==> config.mk <==
export PLATFORM = sky130hd
export DESIGN_NAME = hazard_ctrl_flat
export DESIGN_NICKNAME = d
export VERILOG_FILES = /design/src/rtl/hazard_ctrl_if.sv /design/src/rtl/hazard_ctrl.sv /design/src/flat_wrapper.sv
export SDC_FILE = /design/constraint.sdc
export NUM_CORES = 1
export LEC_CHECK = 0
export CORE_MARGIN = 2
export CORE_UTILIZATION = 25
export CTS_CLUSTER_SIZE = 25
export DETAILED_ROUTE_END_ITERATION = 10
export PLACE_DENSITY_LB_ADDON = 0.2
export SLEW_MARGIN = 15
export SYNTH_ARGS = -nofsm -noshare
export SYNTH_HDL_FRONTEND = slang
export SYNTH_SLANG_ARGS = --single-unit
==> constraint.sdc <==
create_clock -name clk -period 2 [get_ports clk]
set_input_delay 0.2 -clock clk [delete_from_list [all_inputs] [get_ports clk]]
set_output_delay 0.2 -clock clk [all_outputs]
set_load 0.01 [all_outputs]
==> src/rtl/hazard_ctrl_if.sv <==
// Handshake bundle between the pipeline datapath and hazard_ctrl.
// HAZARD_PERF_EN adds the stall/flush performance counter outputs.
interface hazard_ctrl_if #(parameter int REG_BITS = 4);
  logic [REG_BITS-1:0] ra1_d, ra2_d, ra3_d;
  logic                use1_d, use2_d, use3_d;
  logic [REG_BITS-1:0] ra1_e, ra2_e, ra3_e;
  logic [REG_BITS-1:0] wa_e, wa_m, wa_w;
  logic                reg_write_e, reg_write_m, reg_write_w;
  logic                mem_reg_e;
  logic                branch_taken_m;
  logic                mem_access_m;
  logic                mem_ready;
  logic [1:0]          fwd_a_e, fwd_b_e, fwd_c_e;
  logic                stall_f, stall_d, stall_e, stall_m;
  logic                flush_d, flush_e, flush_w;
`ifdef HAZARD_PERF_EN
  logic [15:0]         stall_count, flush_count;
`endif

  modport master (
    output ra1_d, ra2_d, ra3_d, use1_d, use2_d, use3_d,
    output ra1_e, ra2_e, ra3_e, wa_e, wa_m, wa_w,
    output reg_write_e, reg_write_m, reg_write_w,
    output mem_reg_e, branch_taken_m, mem_access_m, mem_ready,
`ifdef HAZARD_PERF_EN
    input  stall_count, flush_count,
`endif
    input  fwd_a_e, fwd_b_e, fwd_c_e,
    input  stall_f, stall_d, stall_e, stall_m,
    input  flush_d, flush_e, flush_w
  );

  modport slave (
    input  ra1_d, ra2_d, ra3_d, use1_d, use2_d, use3_d,
    input  ra1_e, ra2_e, ra3_e, wa_e, wa_m, wa_w,
    input  reg_write_e, reg_write_m, reg_write_w,
    input  mem_reg_e, branch_taken_m, mem_access_m, mem_ready,
`ifdef HAZARD_PERF_EN
    output stall_count, flush_count,
`endif
    output fwd_a_e, fwd_b_e, fwd_c_e,
    output stall_f, stall_d, stall_e, stall_m,
    output flush_d, flush_e, flush_w
  );
endinterface

==> src/rtl/hazard_ctrl.sv <==
// Hazard controller beside the execute stage: forwarding, load-use, branch flush, memory wait.
// HAZARD_PERF_EN adds saturating stall_count/flush_count.
// state   | meaning
// RUN     | normal issue; forwarding and load-use active
// MEMWAIT | M-stage access pending, pipe frozen until mem_ready
// BFLUSH  | extra flush cycles after a taken branch, fcnt counts down
module hazard_ctrl #(
  parameter int FLUSH_CYCLES = 2,
  parameter int REG_BITS     = 4
) (
  input logic         clk,
  input logic         rst,
  hazard_ctrl_if.slave hz
);
  typedef enum logic [1:0] {RUN, MEMWAIT, BFLUSH} state_t;

  localparam logic [2:0] FCNT_LOAD = 3'(FLUSH_CYCLES - 1);

  state_t     state, state_nxt;
  logic [2:0] fcnt, fcnt_nxt;
  logic       ldhaz, mem_wait, hold;
  logic [1:0] fwd_a, fwd_b, fwd_c;
  logic       stall_f, stall_d, stall_e, stall_m;
  logic       flush_d, flush_e, flush_w;

  function automatic logic [1:0] fwd_sel(
    input logic [REG_BITS-1:0] ra,
    input logic                wr_m,
    input logic [REG_BITS-1:0] wm,
    input logic                wr_w,
    input logic [REG_BITS-1:0] ww
  );
    if (wr_m && wm == ra)      return 2'b10;
    else if (wr_w && ww == ra) return 2'b01;
    else                       return 2'b00;
  endfunction

  always_comb begin
    fwd_a = 2'b00;
    fwd_b = 2'b00;
    fwd_c = 2'b00;
    if (!rst) begin
      fwd_a = fwd_sel(hz.ra1_e, hz.reg_write_m, hz.wa_m, hz.reg_write_w, hz.wa_w);
      fwd_b = fwd_sel(hz.ra2_e, hz.reg_write_m, hz.wa_m, hz.reg_write_w, hz.wa_w);
      fwd_c = fwd_sel(hz.ra3_e, hz.reg_write_m, hz.wa_m, hz.reg_write_w, hz.wa_w);
    end
  end

  assign ldhaz = hz.mem_reg_e && hz.reg_write_e &&
                 ((hz.use1_d && hz.ra1_d == hz.wa_e) ||
                  (hz.use2_d && hz.ra2_d == hz.wa_e) ||
                  (hz.use3_d && hz.ra3_d == hz.wa_e));
  assign mem_wait = hz.mem_access_m && !hz.mem_ready;
  // once waiting, only mem_ready releases the pipe
  assign hold = (state == MEMWAIT) ? !hz.mem_ready : mem_wait;

  always_comb begin
    state_nxt = state;
    fcnt_nxt  = fcnt;
    stall_f = 1'b0; stall_d = 1'b0; stall_e = 1'b0; stall_m = 1'b0;
    flush_d = 1'b0; flush_e = 1'b0; flush_w = 1'b0;
    unique case (state)
      RUN, MEMWAIT: begin
        if (hold) begin
          {stall_f, stall_d, stall_e, stall_m, flush_w} = 5'b11111;
          state_nxt = MEMWAIT;
        end else if (hz.branch_taken_m) begin
          flush_d = 1'b1;
          flush_e = 1'b1;
          if (FLUSH_CYCLES > 1) begin
            state_nxt = BFLUSH;
            fcnt_nxt  = FCNT_LOAD;
          end else begin
            state_nxt = RUN;
          end
        end else begin
          state_nxt = RUN;
          if (ldhaz) begin
            stall_f = 1'b1;
            stall_d = 1'b1;
            flush_e = 1'b1;
          end
        end
      end
      BFLUSH: begin
        if (mem_wait) begin
          {stall_f, stall_d, stall_e, stall_m, flush_w} = 5'b11111;
          state_nxt = MEMWAIT;
          fcnt_nxt  = 3'd0;
        end else begin
          flush_d = 1'b1;
          flush_e = 1'b1;
          if (hz.branch_taken_m && FLUSH_CYCLES > 1) begin
            fcnt_nxt = FCNT_LOAD;
          end else if (hz.branch_taken_m || fcnt <= 3'd1) begin
            state_nxt = RUN;
            fcnt_nxt  = 3'd0;
          end else begin
            fcnt_nxt = fcnt - 3'd1;
          end
        end
      end
      default: begin
        state_nxt = RUN;
        fcnt_nxt  = 3'd0;
      end
    endcase
    if (rst) begin
      stall_f = 1'b0; stall_d = 1'b0; stall_e = 1'b0; stall_m = 1'b0;
      flush_d = 1'b0; flush_e = 1'b0; flush_w = 1'b0;
    end
  end

  always_ff @(posedge clk or posedge rst) begin
    if (rst) begin
      state <= RUN;
      fcnt  <= 3'd0;
    end else begin
      state <= state_nxt;
      fcnt  <= fcnt_nxt;
    end
  end

  assign hz.fwd_a_e = fwd_a;
  assign hz.fwd_b_e = fwd_b;
  assign hz.fwd_c_e = fwd_c;
  assign hz.stall_f = stall_f;
  assign hz.stall_d = stall_d;
  assign hz.stall_e = stall_e;
  assign hz.stall_m = stall_m;
  assign hz.flush_d = flush_d;
  assign hz.flush_e = flush_e;
  assign hz.flush_w = flush_w;

`ifdef HAZARD_PERF_EN
  logic [15:0] stall_cnt, flush_cnt;

  always_ff @(posedge clk or posedge rst) begin
    if (rst) begin
      stall_cnt <= 16'd0;
      flush_cnt <= 16'd0;
    end else begin
      if (stall_d && stall_cnt != 16'hFFFF) stall_cnt <= stall_cnt + 16'd1;
      if (flush_e && flush_cnt != 16'hFFFF) flush_cnt <= flush_cnt + 16'd1;
    end
  end

  assign hz.stall_count = stall_cnt;
  assign hz.flush_count = flush_cnt;
`else
  // counters absent in the default build
`endif
endmodule

==> src/flat_wrapper.sv <==
// flat-port wrapper written by rule: the top's interface ports become plain ports
module hazard_ctrl_flat 
#(
  parameter int FLUSH_CYCLES = 2,
  parameter int REG_BITS     = 4
)
  (clk, rst, hz_ra1_d, hz_ra2_d, hz_ra3_d, hz_use1_d, hz_use2_d, hz_use3_d, hz_ra1_e, hz_ra2_e, hz_ra3_e, hz_wa_e, hz_wa_m, hz_wa_w, hz_reg_write_e, hz_reg_write_m, hz_reg_write_w, hz_mem_reg_e, hz_branch_taken_m, hz_mem_access_m, hz_mem_ready, hz_fwd_a_e, hz_fwd_b_e, hz_fwd_c_e, hz_stall_f, hz_stall_d, hz_stall_e, hz_stall_m, hz_flush_d, hz_flush_e, hz_flush_w);
  hazard_ctrl_if #(.REG_BITS(REG_BITS)) hz_i ();
  input logic clk;
  input logic rst;
  input wire logic [$bits(hz_i.ra1_d)-1:0] hz_ra1_d;
  input wire logic [$bits(hz_i.ra2_d)-1:0] hz_ra2_d;
  input wire logic [$bits(hz_i.ra3_d)-1:0] hz_ra3_d;
  input wire logic [$bits(hz_i.use1_d)-1:0] hz_use1_d;
  input wire logic [$bits(hz_i.use2_d)-1:0] hz_use2_d;
  input wire logic [$bits(hz_i.use3_d)-1:0] hz_use3_d;
  input wire logic [$bits(hz_i.ra1_e)-1:0] hz_ra1_e;
  input wire logic [$bits(hz_i.ra2_e)-1:0] hz_ra2_e;
  input wire logic [$bits(hz_i.ra3_e)-1:0] hz_ra3_e;
  input wire logic [$bits(hz_i.wa_e)-1:0] hz_wa_e;
  input wire logic [$bits(hz_i.wa_m)-1:0] hz_wa_m;
  input wire logic [$bits(hz_i.wa_w)-1:0] hz_wa_w;
  input wire logic [$bits(hz_i.reg_write_e)-1:0] hz_reg_write_e;
  input wire logic [$bits(hz_i.reg_write_m)-1:0] hz_reg_write_m;
  input wire logic [$bits(hz_i.reg_write_w)-1:0] hz_reg_write_w;
  input wire logic [$bits(hz_i.mem_reg_e)-1:0] hz_mem_reg_e;
  input wire logic [$bits(hz_i.branch_taken_m)-1:0] hz_branch_taken_m;
  input wire logic [$bits(hz_i.mem_access_m)-1:0] hz_mem_access_m;
  input wire logic [$bits(hz_i.mem_ready)-1:0] hz_mem_ready;
  output wire logic [$bits(hz_i.fwd_a_e)-1:0] hz_fwd_a_e;
  output wire logic [$bits(hz_i.fwd_b_e)-1:0] hz_fwd_b_e;
  output wire logic [$bits(hz_i.fwd_c_e)-1:0] hz_fwd_c_e;
  output wire logic [$bits(hz_i.stall_f)-1:0] hz_stall_f;
  output wire logic [$bits(hz_i.stall_d)-1:0] hz_stall_d;
  output wire logic [$bits(hz_i.stall_e)-1:0] hz_stall_e;
  output wire logic [$bits(hz_i.stall_m)-1:0] hz_stall_m;
  output wire logic [$bits(hz_i.flush_d)-1:0] hz_flush_d;
  output wire logic [$bits(hz_i.flush_e)-1:0] hz_flush_e;
  output wire logic [$bits(hz_i.flush_w)-1:0] hz_flush_w;
  assign hz_i.ra1_d = hz_ra1_d;
  assign hz_i.ra2_d = hz_ra2_d;
  assign hz_i.ra3_d = hz_ra3_d;
  assign hz_i.use1_d = hz_use1_d;
  assign hz_i.use2_d = hz_use2_d;
  assign hz_i.use3_d = hz_use3_d;
  assign hz_i.ra1_e = hz_ra1_e;
  assign hz_i.ra2_e = hz_ra2_e;
  assign hz_i.ra3_e = hz_ra3_e;
  assign hz_i.wa_e = hz_wa_e;
  assign hz_i.wa_m = hz_wa_m;
  assign hz_i.wa_w = hz_wa_w;
  assign hz_i.reg_write_e = hz_reg_write_e;
  assign hz_i.reg_write_m = hz_reg_write_m;
  assign hz_i.reg_write_w = hz_reg_write_w;
  assign hz_i.mem_reg_e = hz_mem_reg_e;
  assign hz_i.branch_taken_m = hz_branch_taken_m;
  assign hz_i.mem_access_m = hz_mem_access_m;
  assign hz_i.mem_ready = hz_mem_ready;
  assign hz_fwd_a_e = hz_i.fwd_a_e;
  assign hz_fwd_b_e = hz_i.fwd_b_e;
  assign hz_fwd_c_e = hz_i.fwd_c_e;
  assign hz_stall_f = hz_i.stall_f;
  assign hz_stall_d = hz_i.stall_d;
  assign hz_stall_e = hz_i.stall_e;
  assign hz_stall_m = hz_i.stall_m;
  assign hz_flush_d = hz_i.flush_d;
  assign hz_flush_e = hz_i.flush_e;
  assign hz_flush_w = hz_i.flush_w;
  hazard_ctrl #(.FLUSH_CYCLES(FLUSH_CYCLES), .REG_BITS(REG_BITS)) u_core (.clk(clk), .rst(rst), .hz(hz_i));
endmodule
# ---- Yosys cells after proc, flatten, opt, wreduce, memory -nomap -nowiden
# Index checks and enable logic that the tools add are counted.
# Widths: inputs -> output; s select.
dict set report op_classes {
  n_addsub 1
  n_eq_ne 15
  order_cmp 1
  muxes 40
  n_reduce_logical 20
}
# operator n
set ops {}
lappend ops {{$eq 4x4->1} 9}
lappend ops {{$mux 2} 11}
lappend ops {{$mux 1} 18}
lappend ops {{$mux 3} 5}
lappend ops {{$logic_and 1x1->1} 12}
lappend ops {{$pmux 1 s2} 4}
lappend ops {{$pmux 3 s2} 1}
lappend ops {{$ne 2x2->1 const B} 2}
lappend ops {{$pmux 2 s2} 1}
lappend ops {{$reduce_and 2->1} 2}
lappend ops {{$le 3x1->1 const B} 1}
lappend ops {{$logic_or 1x1->1} 3}
lappend ops {{$ne 3x1->1 const B} 1}
lappend ops {{$ne 3x2->1 const B} 1}
lappend ops {{$sub 3x1->3 const B} 1}
lappend ops {{$eq 2x1->1 const B} 1}
lappend ops {{$eq 2x2->1 const B} 1}
lappend ops {{$logic_not 2->1} 1}
lappend ops {{$reduce_or 2->1} 1}
lappend ops {{$logic_not 1->1} 1}
dict set report word_totals {
  regBits 5
  inputBits 48
}

# ---- Logic depth before layout (Yosys ltp)
dict set report depth {
  depth_word 10
  mapped_depth 6
  mapped_depth_nobuf 6
}

# ---- Least setup slack after synthesis
# No wires, ideal clock.
dict set report synth_path {
  kind {input to output}
  from {input port hz_wa_e[1]}
  to {output port hz_stall_f}
  setup_slack_ps 293
  t_arrival_ps 1507
  cell_stages 4
  path_cell_list {xor2_1 -> or4_1 -> a311oi_1 -> buf_4}
}
dict set report synth_via {
  elab_chain_len 10
  word_cells_on_any_way 14
  classes_between {eq/ne (3); mux (5); reduce/logical (6)}
}
# element line_no
set synth_lines {}
lappend synth_lines {{start: declaration} flat_wrapper.sv:20} ;# input wire logic [$bits(hz_i.wa_e)-1:0] hz_wa_e;
lappend synth_lines {{$eq 4x4->1, on equally long branches} {hazard_ctrl.sv:50, hazard_ctrl.sv:51}}
lappend synth_lines {{$logic_and 1x1->1, on equally long branches} {hazard_ctrl.sv:50, hazard_ctrl.sv:51}}
lappend synth_lines {{$logic_or 1x1->1} hazard_ctrl.sv:50} ;# ((hz.use1_d && hz.ra1_d == hz.wa_e) ||
lappend synth_lines {{$logic_or 1x1->1 *} hazard_ctrl.sv:51} ;# (hz.use2_d && hz.ra2_d == hz.wa_e) ||
lappend synth_lines {{$logic_and 1x1->1 *} hazard_ctrl.sv:49} ;# assign ldhaz = hz.mem_reg_e && hz.reg_write_e &&
lappend synth_lines {{$mux 1 * (3 in a row)} --}
lappend synth_lines {{$pmux 1 s2 *} --}
lappend synth_lines {{$mux 1 *} --}
lappend synth_lines {{end: declaration} flat_wrapper.sv:33} ;# output wire logic [$bits(hz_i.stall_f)-1:0] hz_stall_f;
# Mark *: on every way between the ends. The rest lies on a longest branch, timed or not.

# ---- Worst setup path after layout
dict set report layout_path {
  from {input port hz_ra2_d[1]}
  to {output port hz_stall_f}
}
dict set report layout_via {
  elab_chain_len 10
}
# element line_no
set layout_lines {}
lappend layout_lines {{start: declaration} flat_wrapper.sv:12} ;# input wire logic [$bits(hz_i.ra2_d)-1:0] hz_ra2_d;
lappend layout_lines {{$eq 4x4->1} hazard_ctrl.sv:51}
lappend layout_lines {{$logic_and 1x1->1} hazard_ctrl.sv:51}
lappend layout_lines {{$logic_or 1x1->1} hazard_ctrl.sv:50}
lappend layout_lines {{$logic_or 1x1->1} hazard_ctrl.sv:51}
lappend layout_lines {{$logic_and 1x1->1} hazard_ctrl.sv:49}
lappend layout_lines {{$mux 1} hazard_ctrl.sv:78} ;# if (ldhaz) begin
lappend layout_lines {{$mux 1} hazard_ctrl.sv:67} ;# end else if (hz.branch_taken_m) begin
lappend layout_lines {{$mux 1} hazard_ctrl.sv:64} ;# if (hold) begin
lappend layout_lines {{$pmux 1 s2} hazard_ctrl.sv:62} ;# unique case (state)
lappend layout_lines {{$mux 1} hazard_ctrl.sv:108} ;# if (rst) begin
# Every way passes these cells.

==> results.yml <==
outcome:
  status: "finished, final reports clean"
global_route:
  antenna_found_initial: 0
  overflow: 0
  first_global_vias: 1060
  grt_pass1_wl_um: 4380
  grt_max_degree: 7
  track_usage_pct: 15.6
drt:
  routed_wl_um: 2750
  drtPass1Iterations: 4
  vias: 1037
  final_antenna_net_count: 0
  drt_iter0_drc: 19
  wire_per_inst_um: 12.0
  remaining_drc_errors: 0
  viasPerCell: 4.53
synth:
  netlist_area_um2: 827
  synth_fp_nets: 154
  synthFlopType: "dfrtp_1"
  avgSynthCellArea_um2: 7.95
  synthCells: 104
  synth_edf_count: 0
  async_flop_share_pct: 100
  synthDistinctLibCells: 31
  synth_warnings: 0
  synth-seq-cells: 5
  ys_seq_area_share_pct: 15.1
clock_tree:
  cts_num_sinks: 5
  cts_buffers: 3
  cts_tree: "built"
  root_buffer: "clkbuf_4"
  path_clk_slew_ps: 40
  clk_latency_ps: 250
  cts_hold_buffers: 0
  clock_path_buffers: 2
  cts_setup_buffers: 0
  htreeDepth: 1
power_and_ir_drop:
  powerDensity_mw_per_mm2: 377
  total_leakage_power_uw: 0.000735
  fin_total_pwr_uw: 626
  vdd_drop_max_mv: 0.130
sta:
  fmax_mhz: 521
  worstMarginPinSlew_ps: 277
  fin_worst_skew_ps: 2.39
  setup-violations-final: 0
  relSlewSlack_pct: 81.4
  post-route-period-util_pct: 95.9
  rsz0062_at_grt: "false"
  fin_crit_ps: 1920
  hold_ws_ps: 412
  hold_violations: 0
  maxSlewViolCount: 0
floorplanning:
  die_x_um: 61.5
  die_area_mm2: 0.00378
  core_mm2: 0.00310
  chipHeight_um: 61.5
  ios: 61
  initial_core_util_pct: 26.7
  num_rows: 20
placement:
  gp_congestion: 0.817
  io_buffer_count: 60
  dp_hpwl_um: 2490
setup_path:
  reg2reg_to: "u_core.fcnt[1]"
  critPathRequiredTime_ps: 1800
  crit_arrival_ps: 1720
  worstSetupPathType: "in -> out"
  worstReg2RegStart: "u_core.fcnt[0]"
  endpoint: "hz_stall_f"
  cp-startpoint: "hz_ra2_d[1]"
  endpoint_kind: "output pin"
  critPathMaxFanout: 2
  rr_worst_depth: 5
  cp-start-kind: "input port"
  rrSetupSlack_ps: 250
finish:
  drive_gt1_share_pct: 23.2
  syn2layout_area_growth_pct: 101
  antennaDiodeCount: 0
  layout_common_cells: "clkdlybuf4s50_1 (38), xnor2_1 (20), buf_4 (20)"
  multi_input_comb_area_um2: 706
  fin_nets: 236
  layout_commonest_cell: "clkdlybuf4s50_1"
  register_area_um2: 126
  nFillCells: 321
run:
  drv_cap: 0
worst_hold_path:
  hold_class: "in -> async"
[flip-flops by register name (all words and copies together), names as in the netlist]
name and count:
u_core.fcnt 3, u_core.state 2
[critical path: stages]
cell,delay (ps)
clkdlybuf4s50_1,410
xor2_1,140
or4_4,540
a311oi_2,240
buf_2,180
[area by class of cell]
type | instances | share of cell area (%)
inverter | 6 | 1.36
multi-input combinational | 90 | 42.5
tap | 44 | 3.32
timing repair buffer | 80 | 43.6
sequential | 5 | 7.62
clock buffer | 4 | 1.58
[report_power, final]
group          total [uW]  internal, uW  switching, uW
registers             133           118           14.6
clock network         120          75.6           44.3
logic                 373           211            162
[layer usage]
metal	track usage, %	up-vias	share of wire [%]
met5	0	-	0
met4	4.56	0	1.3
met3	2.52	4	4.4
met2	29.2	32	54
met1	17.9	475	40
li1	-	526	-
[worst min path at each step]
stage | depth (start not counted) | endpoint | startpoint | slack, ps
2_1_floorplan | 1 | u_core.fcnt[0] | rst | 10
3_3_place_gp | 1 | u_core.fcnt[2] | u_core.fcnt[2] | 510
3_5_place_dp | 1 | u_core.fcnt[2] | u_core.fcnt[2] | 510
4_1_cts | 4 | u_core.state[0] | rst | 420
5_1_grt | 4 | u_core.state[0] | rst | 450
6_report | 4 | u_core.state[0] | rst | 410
[cell families after synthesis]
kind of cell	Yosys count	share of synthesized area [%]
buf+inv	9	5.45
xor+xnor	36	38.1
fa+ha+maj	2	3.03
flops	5	15.1
simple gates	34	23.1
compound gates	18	15.1
[synth_stat cells (all sizes together), types with 2 or more instances]
library cell	count	area, um2
or2	2	12.5
and2	5	32.5
nand2	5	18.8
xor2	15	131
ha	2	25.0
nand3	5	25.0
nand4	4	25.0
xnor2	21	184
o21bai	2	15.0
nor4	6	37.5
a21oi	5	28.8
buf	3	22.5
inv	6	22.5
dfrtp	5	125
o21ai	4	20.0
nor2	2	7.51
[per-stage QoR]
step	TNS [ps]	worst slack, ps	utilization, %	instances	area (um2)
6_report	0	82.2	53.5	229	1660
5_1_grt	0	11.7	53.5	229	1660
3_5_place_dp	-2150	-513	51.9	225	1610
2_1_floorplan	0	293	-	104	827
3_3_place_gp	-2030	-453	51.9	225	1610
4_1_cts	0	9.93	52.7	229	1630
[what timing repair did]
item                                   4_1_cts  5_1_grt
gates resized for setup                     30       10
pin swaps                                    7        1
setup endpoints to repair                   10        6
endpoints found under the hold margin        0        0
Note: power is estimated with default switching activity, not from simulation.
